<file path="src/rtl/mma_sequencer_if.sv">
// Command, feed-read and drain-write signals between the host, the sequencer and
// the array feeders. The slave modport is the sequencer side.
interface mma_sequencer_if #(
    parameter int ADDR_WIDTH = 64
);
    logic                  cmd_valid_i;
    logic                  cmd_ready_o;
    logic                  cmd_drain_i;
    logic [ADDR_WIDTH-1:0] cmd_a_addr_i;
    logic [ADDR_WIDTH-1:0] cmd_b_addr_i;
    logic [ADDR_WIDTH-1:0] cmd_c_addr_i;
    logic                  abort_i;
    logic                  rd_ready_i;
    logic                  rd_en_o;
    logic [ADDR_WIDTH-1:0] rd_a_addr_o;
    logic [ADDR_WIDTH-1:0] rd_b_addr_o;
    logic                  feed_last_o;
    logic                  wr_ready_i;
    logic                  drain_en_o;
    logic [ADDR_WIDTH-1:0] wr_c_addr_o;
    logic                  busy_o;
    logic                  done_o;

    modport slave (
        input  cmd_valid_i, cmd_drain_i, cmd_a_addr_i, cmd_b_addr_i, cmd_c_addr_i,
        input  abort_i, rd_ready_i, wr_ready_i,
        output cmd_ready_o, rd_en_o, rd_a_addr_o, rd_b_addr_o, feed_last_o,
        output drain_en_o, wr_c_addr_o, busy_o, done_o
    );

    modport master (
        output cmd_valid_i, cmd_drain_i, cmd_a_addr_i, cmd_b_addr_i, cmd_c_addr_i,
        output abort_i, rd_ready_i, wr_ready_i,
        input  cmd_ready_o, rd_en_o, rd_a_addr_o, rd_b_addr_o, feed_last_o,
        input  drain_en_o, wr_c_addr_o, busy_o, done_o
    );
endinterface

</file>
<file path="src/rtl/mma_sequencer.sv">
// Command sequencer for the systolic MMA array: feeds T_C A/B rows, waits T_D
// flush cycles, optionally drains T_C result rows to C, then pulses done.
module mma_sequencer #(
    parameter int SYS_ARRAY_SIZE = 2,
    parameter int ADDR_WIDTH     = 64,
    parameter int T_C            = SYS_ARRAY_SIZE,
    parameter int T_D            = 2 * SYS_ARRAY_SIZE
) (
    input logic           clk_i,
    input logic           rst_ni,
    mma_sequencer_if.slave bus
);
    localparam int ROW_W = (T_C > 1) ? $clog2(T_C) : 1;
    localparam int CYC_W = (T_D > 0) ? $clog2(T_D + 1) : 1;
    localparam logic [ROW_W-1:0] ROW_LAST = ROW_W'(T_C - 1);
    localparam logic [CYC_W-1:0] CYC_LAST = CYC_W'(T_D - 1);

    typedef enum logic [2:0] {
        IDLE    = 3'd0,
        FEED    = 3'd1,
        COMPUTE = 3'd2,
        DRAIN   = 3'd3,
        DONE    = 3'd4
    } state_t;

    state_t                state_reg, state_next;
    logic [ROW_W-1:0]      row_reg, row_next;
    logic [CYC_W-1:0]      cyc_reg, cyc_next;
    logic [ADDR_WIDTH-1:0] a_base_reg, b_base_reg, c_base_reg;
    logic                  drain_reg;
    logic                  accept;
    logic [ADDR_WIDTH-1:0] row_ext;

    assign accept  = (state_reg == IDLE) && bus.cmd_valid_i;
    assign row_ext = ADDR_WIDTH'(row_reg);

    always_ff @(posedge clk_i or negedge rst_ni) begin
        if (!rst_ni) begin
            state_reg <= IDLE;
            row_reg   <= '0;
            cyc_reg   <= '0;
        end else begin
            state_reg <= state_next;
            row_reg   <= row_next;
            cyc_reg   <= cyc_next;
        end
    end

    // Command fields are captured only on accept and held for the whole command.
    always_ff @(posedge clk_i or negedge rst_ni) begin
        if (!rst_ni) begin
            a_base_reg <= '0;
            b_base_reg <= '0;
            c_base_reg <= '0;
            drain_reg  <= 1'b0;
        end else if (accept) begin
            a_base_reg <= bus.cmd_a_addr_i;
            b_base_reg <= bus.cmd_b_addr_i;
            c_base_reg <= bus.cmd_c_addr_i;
            drain_reg  <= bus.cmd_drain_i;
        end
    end

    always_comb begin
        state_next = state_reg;
        row_next   = row_reg;
        cyc_next   = cyc_reg;
        case (state_reg)
            IDLE: begin
                if (bus.cmd_valid_i) begin
                    state_next = FEED;
                    row_next   = '0;
                    cyc_next   = '0;
                end
            end
            FEED: begin
                if (bus.rd_ready_i) begin
                    if (row_reg == ROW_LAST) begin
                        state_next = COMPUTE;
                        row_next   = '0;
                    end else begin
                        row_next = row_reg + ROW_W'(1);
                    end
                end
            end
            COMPUTE: begin
                if (cyc_reg == CYC_LAST) begin
                    cyc_next   = '0;
                    state_next = drain_reg ? DRAIN : DONE;
                end else begin
                    cyc_next = cyc_reg + CYC_W'(1);
                end
            end
            DRAIN: begin
                if (bus.wr_ready_i) begin
                    if (row_reg == ROW_LAST) begin
                        state_next = DONE;
                        row_next   = '0;
                    end else begin
                        row_next = row_reg + ROW_W'(1);
                    end
                end
            end
            DONE:    state_next = IDLE;
            default: state_next = IDLE;
        endcase
        // Abort overrides everything except in IDLE, where a new command may be taken.
        if (bus.abort_i && (state_reg != IDLE)) begin
            state_next = IDLE;
            row_next   = '0;
            cyc_next   = '0;
        end
    end

    always_comb begin
        bus.cmd_ready_o = (state_reg == IDLE);
        bus.busy_o      = (state_reg != IDLE);
        bus.rd_en_o     = (state_reg == FEED);
        bus.rd_a_addr_o = '0;
        bus.rd_b_addr_o = '0;
        bus.feed_last_o = (state_reg == FEED) && (row_reg == ROW_LAST);
        bus.drain_en_o  = (state_reg == DRAIN);
        bus.wr_c_addr_o = '0;
        bus.done_o      = (state_reg == DONE);
        if (state_reg == FEED) begin
            bus.rd_a_addr_o = a_base_reg + row_ext;
            bus.rd_b_addr_o = b_base_reg + row_ext;
        end
        if (state_reg == DRAIN) begin
            bus.wr_c_addr_o = c_base_reg + row_ext;
        end
    end
endmodule

</file>
<file path="src/flat_wrapper.sv">
// flat-port wrapper written by rule: the top's interface ports become plain ports
module mma_sequencer_flat 
#(
    parameter int SYS_ARRAY_SIZE = 2,
    parameter int ADDR_WIDTH     = 64,
    parameter int T_C            = SYS_ARRAY_SIZE,
    parameter int T_D            = 2 * SYS_ARRAY_SIZE
)
  (clk_i, rst_ni, bus_cmd_valid_i, bus_cmd_drain_i, bus_cmd_a_addr_i, bus_cmd_b_addr_i, bus_cmd_c_addr_i, bus_abort_i, bus_rd_ready_i, bus_wr_ready_i, bus_cmd_ready_o, bus_rd_en_o, bus_rd_a_addr_o, bus_rd_b_addr_o, bus_feed_last_o, bus_drain_en_o, bus_wr_c_addr_o, bus_busy_o, bus_done_o);
  mma_sequencer_if #(.ADDR_WIDTH(ADDR_WIDTH)) bus_i ();
  input logic clk_i;
  input logic rst_ni;
  input wire logic [$bits(bus_i.cmd_valid_i)-1:0] bus_cmd_valid_i;
  input wire logic [$bits(bus_i.cmd_drain_i)-1:0] bus_cmd_drain_i;
  input wire logic [$bits(bus_i.cmd_a_addr_i)-1:0] bus_cmd_a_addr_i;
  input wire logic [$bits(bus_i.cmd_b_addr_i)-1:0] bus_cmd_b_addr_i;
  input wire logic [$bits(bus_i.cmd_c_addr_i)-1:0] bus_cmd_c_addr_i;
  input wire logic [$bits(bus_i.abort_i)-1:0] bus_abort_i;
  input wire logic [$bits(bus_i.rd_ready_i)-1:0] bus_rd_ready_i;
  input wire logic [$bits(bus_i.wr_ready_i)-1:0] bus_wr_ready_i;
  output wire logic [$bits(bus_i.cmd_ready_o)-1:0] bus_cmd_ready_o;
  output wire logic [$bits(bus_i.rd_en_o)-1:0] bus_rd_en_o;
  output wire logic [$bits(bus_i.rd_a_addr_o)-1:0] bus_rd_a_addr_o;
  output wire logic [$bits(bus_i.rd_b_addr_o)-1:0] bus_rd_b_addr_o;
  output wire logic [$bits(bus_i.feed_last_o)-1:0] bus_feed_last_o;
  output wire logic [$bits(bus_i.drain_en_o)-1:0] bus_drain_en_o;
  output wire logic [$bits(bus_i.wr_c_addr_o)-1:0] bus_wr_c_addr_o;
  output wire logic [$bits(bus_i.busy_o)-1:0] bus_busy_o;
  output wire logic [$bits(bus_i.done_o)-1:0] bus_done_o;
  assign bus_i.cmd_valid_i = bus_cmd_valid_i;
  assign bus_i.cmd_drain_i = bus_cmd_drain_i;
  assign bus_i.cmd_a_addr_i = bus_cmd_a_addr_i;
  assign bus_i.cmd_b_addr_i = bus_cmd_b_addr_i;
  assign bus_i.cmd_c_addr_i = bus_cmd_c_addr_i;
  assign bus_i.abort_i = bus_abort_i;
  assign bus_i.rd_ready_i = bus_rd_ready_i;
  assign bus_i.wr_ready_i = bus_wr_ready_i;
  assign bus_cmd_ready_o = bus_i.cmd_ready_o;
  assign bus_rd_en_o = bus_i.rd_en_o;
  assign bus_rd_a_addr_o = bus_i.rd_a_addr_o;
  assign bus_rd_b_addr_o = bus_i.rd_b_addr_o;
  assign bus_feed_last_o = bus_i.feed_last_o;
  assign bus_drain_en_o = bus_i.drain_en_o;
  assign bus_wr_c_addr_o = bus_i.wr_c_addr_o;
  assign bus_busy_o = bus_i.busy_o;
  assign bus_done_o = bus_i.done_o;
  mma_sequencer #(.SYS_ARRAY_SIZE(SYS_ARRAY_SIZE), .ADDR_WIDTH(ADDR_WIDTH), .T_C(T_C), .T_D(T_D)) u_core (.clk_i(clk_i), .rst_ni(rst_ni), .bus(bus_i));
endmodule
</file>
<file path="config.mk">
export PLATFORM = sky130hd
export DESIGN_NAME = mma_sequencer_flat
export DESIGN_NICKNAME = d
export VERILOG_FILES = /design/src/rtl/mma_sequencer_if.sv /design/src/rtl/mma_sequencer.sv /design/src/flat_wrapper.sv
export SDC_FILE = /design/constraint.sdc
export NUM_CORES = 1
export LEC_CHECK = 0
export ABC_CLOCK_PERIOD_IN_PS = 4400
export CAP_MARGIN = 20
export CORE_MARGIN = 3
export CORE_UTILIZATION = 40
export DETAILED_ROUTE_END_ITERATION = 6
export MAX_ROUTING_LAYER = met4
export PLACE_DENSITY_LB_ADDON = 0.25
export SETUP_SLACK_MARGIN = 0.3
export SLEW_MARGIN = 20
export SYNTH_ARGS = -nofsm -noshare
export SYNTH_HDL_FRONTEND = slang
export SYNTH_SLANG_ARGS = --single-unit
</file>
<file path="constraint.sdc">
create_clock -name clk_i -period 4.4 [get_ports clk_i]
set_input_delay 0.44 -clock clk_i [delete_from_list [all_inputs] [get_ports clk_i]]
set_output_delay 0.44 -clock clk_i [all_outputs]
set_load 0.02 [all_outputs]
</file>
==> results_dict.tcl <==
set metrics [dict create \
    max_cap_violations 0 \
    cts_made_buffers 17 \
    fin_util_pct 57.11 \
    synth_async_sr_flop_share_pct 100.0 \
    rows 65 \
    clockPowerShare_pct 14.2 \
    vias 12730 \
    placedCellCount 2203 \
    p_per_area_nw_per_um2 660.3 \
    dieWidth_um 187.1 \
    core_um2 31960 \
    dieArea_um2 35010 \
    ioPinCount 397 \
    finalHoldWorstSlack_ns 0.03508 \
    synth_xor_area_share_pct 7.144 \
    ys_warn_count 0 \
    synth_cell_type_count 50 \
    finClkSkew_ns 0.007830 \
    antenna_found_initial 3 \
    syn_to_final_growth_pct 39.14 \
    fp.dieH_um 187.1 \
    drt_pass1_iterations 5 \
    maxSlewViolCount 0 \
    fin_crit_sh_pct 90.32 \
    wl_per_cell_um 20.71 \
    drive_gt1_share_pct 15.14 \
    finalPower_mw 12.05 \
    tns_ns 0 \
    grt_max_degree 123 \
    dp_hpwl_mm 35.44 \
    placed_cell_area_um2 17530 \
    floorplan.initialDensity_pct 41.05 \
    routed_wl_mm 46.59 \
    nets 2003 \
    grt_pass1_wl_mm 72.16 \
    crit_start "u_core.a_base_reg[22]$_DFFE_PN0P_" \
    drtIter0Drc 1094 \
    syn_inst 1423 \
    synth_compound_area_share_pct 8.011 \
    final_cell_count_no_fill 2249 \
    gp_congestion 0.9300 \
    synth_top_family_by_area "simple AND/OR/NAND/NOR gates" \
    synth-simple-area-share_pct 27.72 \
    cp-end-kind "output port" \
    fin_ws_ns 0.4259 \
    finalCriticalPeriod_ns 3.974 \
    synth_top_area_share_pct 38.15 \
    fin_area_um2 18250 \
    cp-start-kind "flip-flop" \
    switchingPower_mw 5.401 \
    hold_viol_final 0 \
    synth_nets 1629 \
    grt.total_usage_pct 26.74 \
    yosys.area.top_type "dfrtp_1" \
    synth_mux_area_share_pct 15.23 \
    tightestPinTransition_ns 0.8774 \
    grt_setup_unrepaired "yes" \
    synth.area.top_cells "dfrtp_1 (38%), mux2_2 (15%), xor2_1 (4.5%)" \
    outcome "finished clean" \
    grt_pass1_vias 12670 \
    ys.flop_type "dfrtp_1" \
    cts_sinks 200 \
    yosysSeqAreaShare_pct 38.15 \
    hold_path.class "in2async" \
    vdd.ir_drop.worst_mv 0.4701 \
    p_seq_share_pct 35.3 \
    required_ns 3.96 \
    power.internal_mw 6.652 \
    layout_commonest_cell "clkdlybuf4s50_1" \
    p_comb_share_pct 50.5 \
    dp_slack_ns 0.5976 \
    vias_per_cell 5.659 \
    swShare_pct 44.81 \
    synth_edf_count 0 \
    drc_errors 0 \
    path_class "reg2out" \
    cts_tree "yes" \
    cts_root_buf "clkbuf_16" \
    ctsLongestPathBuffers 2 \
    relSlewSlack_pct 41.50 \
    reg2reg_from "u_core.state_reg[1]$_DFFE_PN0P_" \
    antenna_left 0 \
    clock_latency_ns 0.46 \
    cts.clk_slew.worst_paths_ns 0.07 \
    gr-total-overflow 0 \
    worstPathArrival_ns 3.53 \
    syn_area_per_cell_um2 9.219 \
    syn-cell-area_um2 13120 \
    path_max_fanout 7 \
    setup_viol 0 \
    synth-seq-cells 200 \
    port-buffer-count 396 \
    htree_levels 4 \
    final_cell_mix "clkdlybuf4s50_1 (394), dfrtp_1 (199), mux2_2 (173), nor2_1 (150), nand2_1 (115)" \
    fmax_mhz 251.6 \
    p_leak_nw 6.581 \
    yosys.area_share.adder_pct 0.6676 \
]
==> final timing paths <==
path                       depth (start not counted)                                end  slack (ns)
hold reg to reg                                    1      u_core.cyc_reg[2]$_DFFE_PN0P_        0.50
setup reg to reg                                   5  u_core.b_base_reg[23]$_DFFE_PN0P_        1.64
setup / recovery                                   6                bus_rd_a_addr_o[53]        0.43
hold / removal                                     1  u_core.c_base_reg[37]$_DFFE_PN0P_        0.04
min in group clk_i                                 1      u_core.cyc_reg[2]$_DFFE_PN0P_        0.50
max in group asynchronous                          2  u_core.c_base_reg[16]$_DFFE_PN0P_        3.28
==> layout make-up <==
| class | instances | area, µm² |
|---|---|---|
| multi-input combinational | 1127 | 7746 |
| clock inverter | 13 | 190.2 |
| inverter | 29 | 108.9 |
| tap | 435 | 544.3 |
| clock buffer | 19 | 432.9 |
| antenna | 4 | 10.01 |
| sequential | 200 | 5006 |
| fill | 2849 | 13710 |
| timing repair buffer | 422 | 4215 |
==> worst max-delay path: stages (launching register included) <==
cell and delay [ns]:
dfrtp_1 0.45, nand4_2 0.24, nor3_2 0.59, nand4_2 0.31, or4_1 0.53, a21oi_1 0.28, clkdlybuf4s50_1 0.67
==> metal layers <==
layer | up-vias | track usage [%] | wire length, µm
met1 | 6144 | 32.49 | 19340
li1 | 5940 | - | -
met3 | 93 | 8.602 | 4017
met5 | - | - | 0
met4 | 0 | 10.24 | 1710
met2 | 551 | 41.56 | 21510
==> power groups by stage <==
stage	combinational, mW	sequential [mW]	clock [mW]
after global routing	6.55	4.43	1.82
after floorplan	3.85	3.70	0
after detailed placement	6.06	4.25	0
after global placement	6.01	4.21	0
final	6.09	4.25	1.71
after CTS	6.11	4.22	1.75
==> cell usage after synthesis, types with 3 or more instances <==
cell type,count
and4_1,13
nor3_1,32
or3_1,57
nand4_4,4
nand4_2,7
xnor2_1,40
mux2_2,173
or2_2,4
nor2_1,150
buf_2,30
nand2b_1,4
o31ai_1,21
nand3_2,3
nand4_1,86
dfrtp_1,200
a21oi_1,77
and2_1,11
clkbuf_1,34
ha_1,7
o21a_1,9
or4_1,23
nor4_4,10
inv_1,29
nand3_1,67
and3_1,13
nor2b_1,3
nor4_1,25
o21ai_0,77
mux2i_1,5
xor2_1,67
nand2_1,116
==> cells by family after synthesis <==
logic type / count (synthesis)
AND/OR/NAND/NOR: 643
XOR/XNOR: 107
AO/OA/AOI/OAI: 191
adder cells (fa/ha/maj): 7
flip-flops: 200
multiplexers: 178
buffers and inverters: 97
==> what timing repair did <==
item / 4_1_cts / 5_1_grt
hold buffers: 0 / 0
cloned: 0 / 1
gates resized for setup: 1 / 4
setup buffers: 0 / 9
pin swaps: 1 / 3
setup endpoints to repair: 22 / 33
Note: power is estimated with default switching activity, not from simulation.
==> patch, RTL diff (same settings) <==
Encoding of `state_t`: now Gray code (3 bits for 5 states).
--- a/src/rtl/mma_sequencer.sv
+++ b/src/rtl/mma_sequencer.sv
@@ -16,11 +16,11 @@
     localparam logic [CYC_W-1:0] CYC_LAST = CYC_W'(T_D - 1);
 
     typedef enum logic [2:0] {
-        IDLE    = 3'd0,
-        FEED    = 3'd1,
-        COMPUTE = 3'd2,
-        DRAIN   = 3'd3,
-        DONE    = 3'd4
+        IDLE    = 3'b000,
+        FEED    = 3'b001,
+        COMPUTE = 3'b011,
+        DRAIN   = 3'b010,
+        DONE    = 3'b110
     } state_t;
 
     state_t                state_reg, state_next;
Formal check against the unedited RTL: same outputs for any inputs over 4 cycles, from zero or initial values and one cycle with rst_ni low; so few cycles prove little.
==> patch against the unedited design <==
  * Clock power down 2%
  * Sequential cell count is the same
  * Clock skew rose by 2.9 ps
  * Synthesized cell count decreased by 2.5%
  * Core utilization fell by 0.31 points
  * Sequential share of layout area up 0.43 points
  * Largest cell class unchanged
  * Total power grew 0.94%
  * Combinational power increased by 5.1%
  * Area after synthesis fell by 1.9%
  * Design area shrank 1.5%
  * Setup slack improved by 80 ps
  * Wire length fell by 6.6%
  * Worst hold slack improved by 57 ps
  * Critical endpoint is now bus_wr_c_addr_o[57]
==> patch: results (changes against the unedited design) <==
Run status:
- The flow ran to the end, and the final reports show no timing, DRC or antenna violations.

Worst setup path:
- The arrival time of the worst setup path is 3450 ps (-80 ps).
- The critical path ends at bus_wr_c_addr_o[57].
- The capture point of the worst reg-to-reg path is u_core.c_base_reg[52]$_DFFE_PN0P_.
- The largest fanout on the critical path is 10 (+3).
- The setup slack of the most critical reg-to-reg path is 1700 ps (+60 ps).

Pwr:
- The share of total power in combinational logic is 0.526 (+0.021).
- The sequential share of power is 0.336 (-0.017).
- The static leakage power is 6.53 nW (-0.76%).

Drt:
- The average vias per placed instance is 5.62 (-0.66%).
- The number of vias in the routed layout came to 12300 (-3.1%).
- The wire length per cell after detailed routing came to 19.8 um (-4.3%).

Global route:
- The largest net degree at the start of global routing is 101 (-18%).
- The via count of the first global-routing pass is 12200 (-4.0%).
- The global router's overall resource usage was 0.258 (-0.00950).
- The met1 track demand over resource is 0.313 (-0.0116).

Timing:
- The final critical-path required period is 3890 ps (-79.5 ps).

Placement:
- The instance area at placement was 17200 um2 (-1.7%).
- The final estimated routing congestion in global placement is 0.910 (-2.2%).

Layout:
- The number of filler instances in the final layout is 2809 (-1.4%).
- The proportion of cell area occupied by registers is 0.279 (+0.00432).
- The number of non-clock buffers is 432 (+2.4%).
- The count of inserted antenna diode cells is 2 (-2).
- The multi-input gate area in the final layout is 7470 um2 (-3.5%).
- The fraction of final layout cells sized beyond drive strength 1 is 0.161 (+0.0101).

Logic synthesis:
- The net count of the mapped netlist is 1593 (-2.2%).
- The number of unique standard cell types used by synthesis is 51 (+2.0%).
- The portion of the post-synthesis area used by sequential elements is 0.389 (+0.00731).
- After synthesis, the most frequently instantiated cells are dfrtp_1, mux2_2, nor2_1.
==> patch: changes by cell type after synthesis, moves of 7 or more <==
cell,before,now
nand2_1,116,107
and3_1,13,20
and4_1,13,5
nor4_2,2,9
o21a_1,9,1
nor4_1,25,17
o31ai_1,21,12
nor3_1,32,23
buf_2,30,12
xor2_1,67,77
buf_4,0,18
nand3_1,67,78
==> patch: cells by family after synthesis <==
logic type	Yosys count	synth area share
flip-flops	200	0.389
AND/OR/NAND/NOR	616	0.262
multiplexers	178	0.156
AO/OA/AOI/OAI	184	0.0772
XOR/XNOR	113	0.0769
adder cells (fa/ha/maj)	7	0.00680
buffers and inverters	89	0.0324
==> patch: routing by layer <==
metal	vias to the layer above	wire (um)
met1	5925	17900
met4	0	1380
met3	74	3310
met5	-	0
li1	5822	-
met2	514	20900
==> patch: timing repair <==
item | 4_1_cts | 5_1_grt
pin swaps | 3 | 2
gates resized for setup | 0 | 2
endpoints found under the setup margin | 6 | 25
setup buffers | 5 | 10
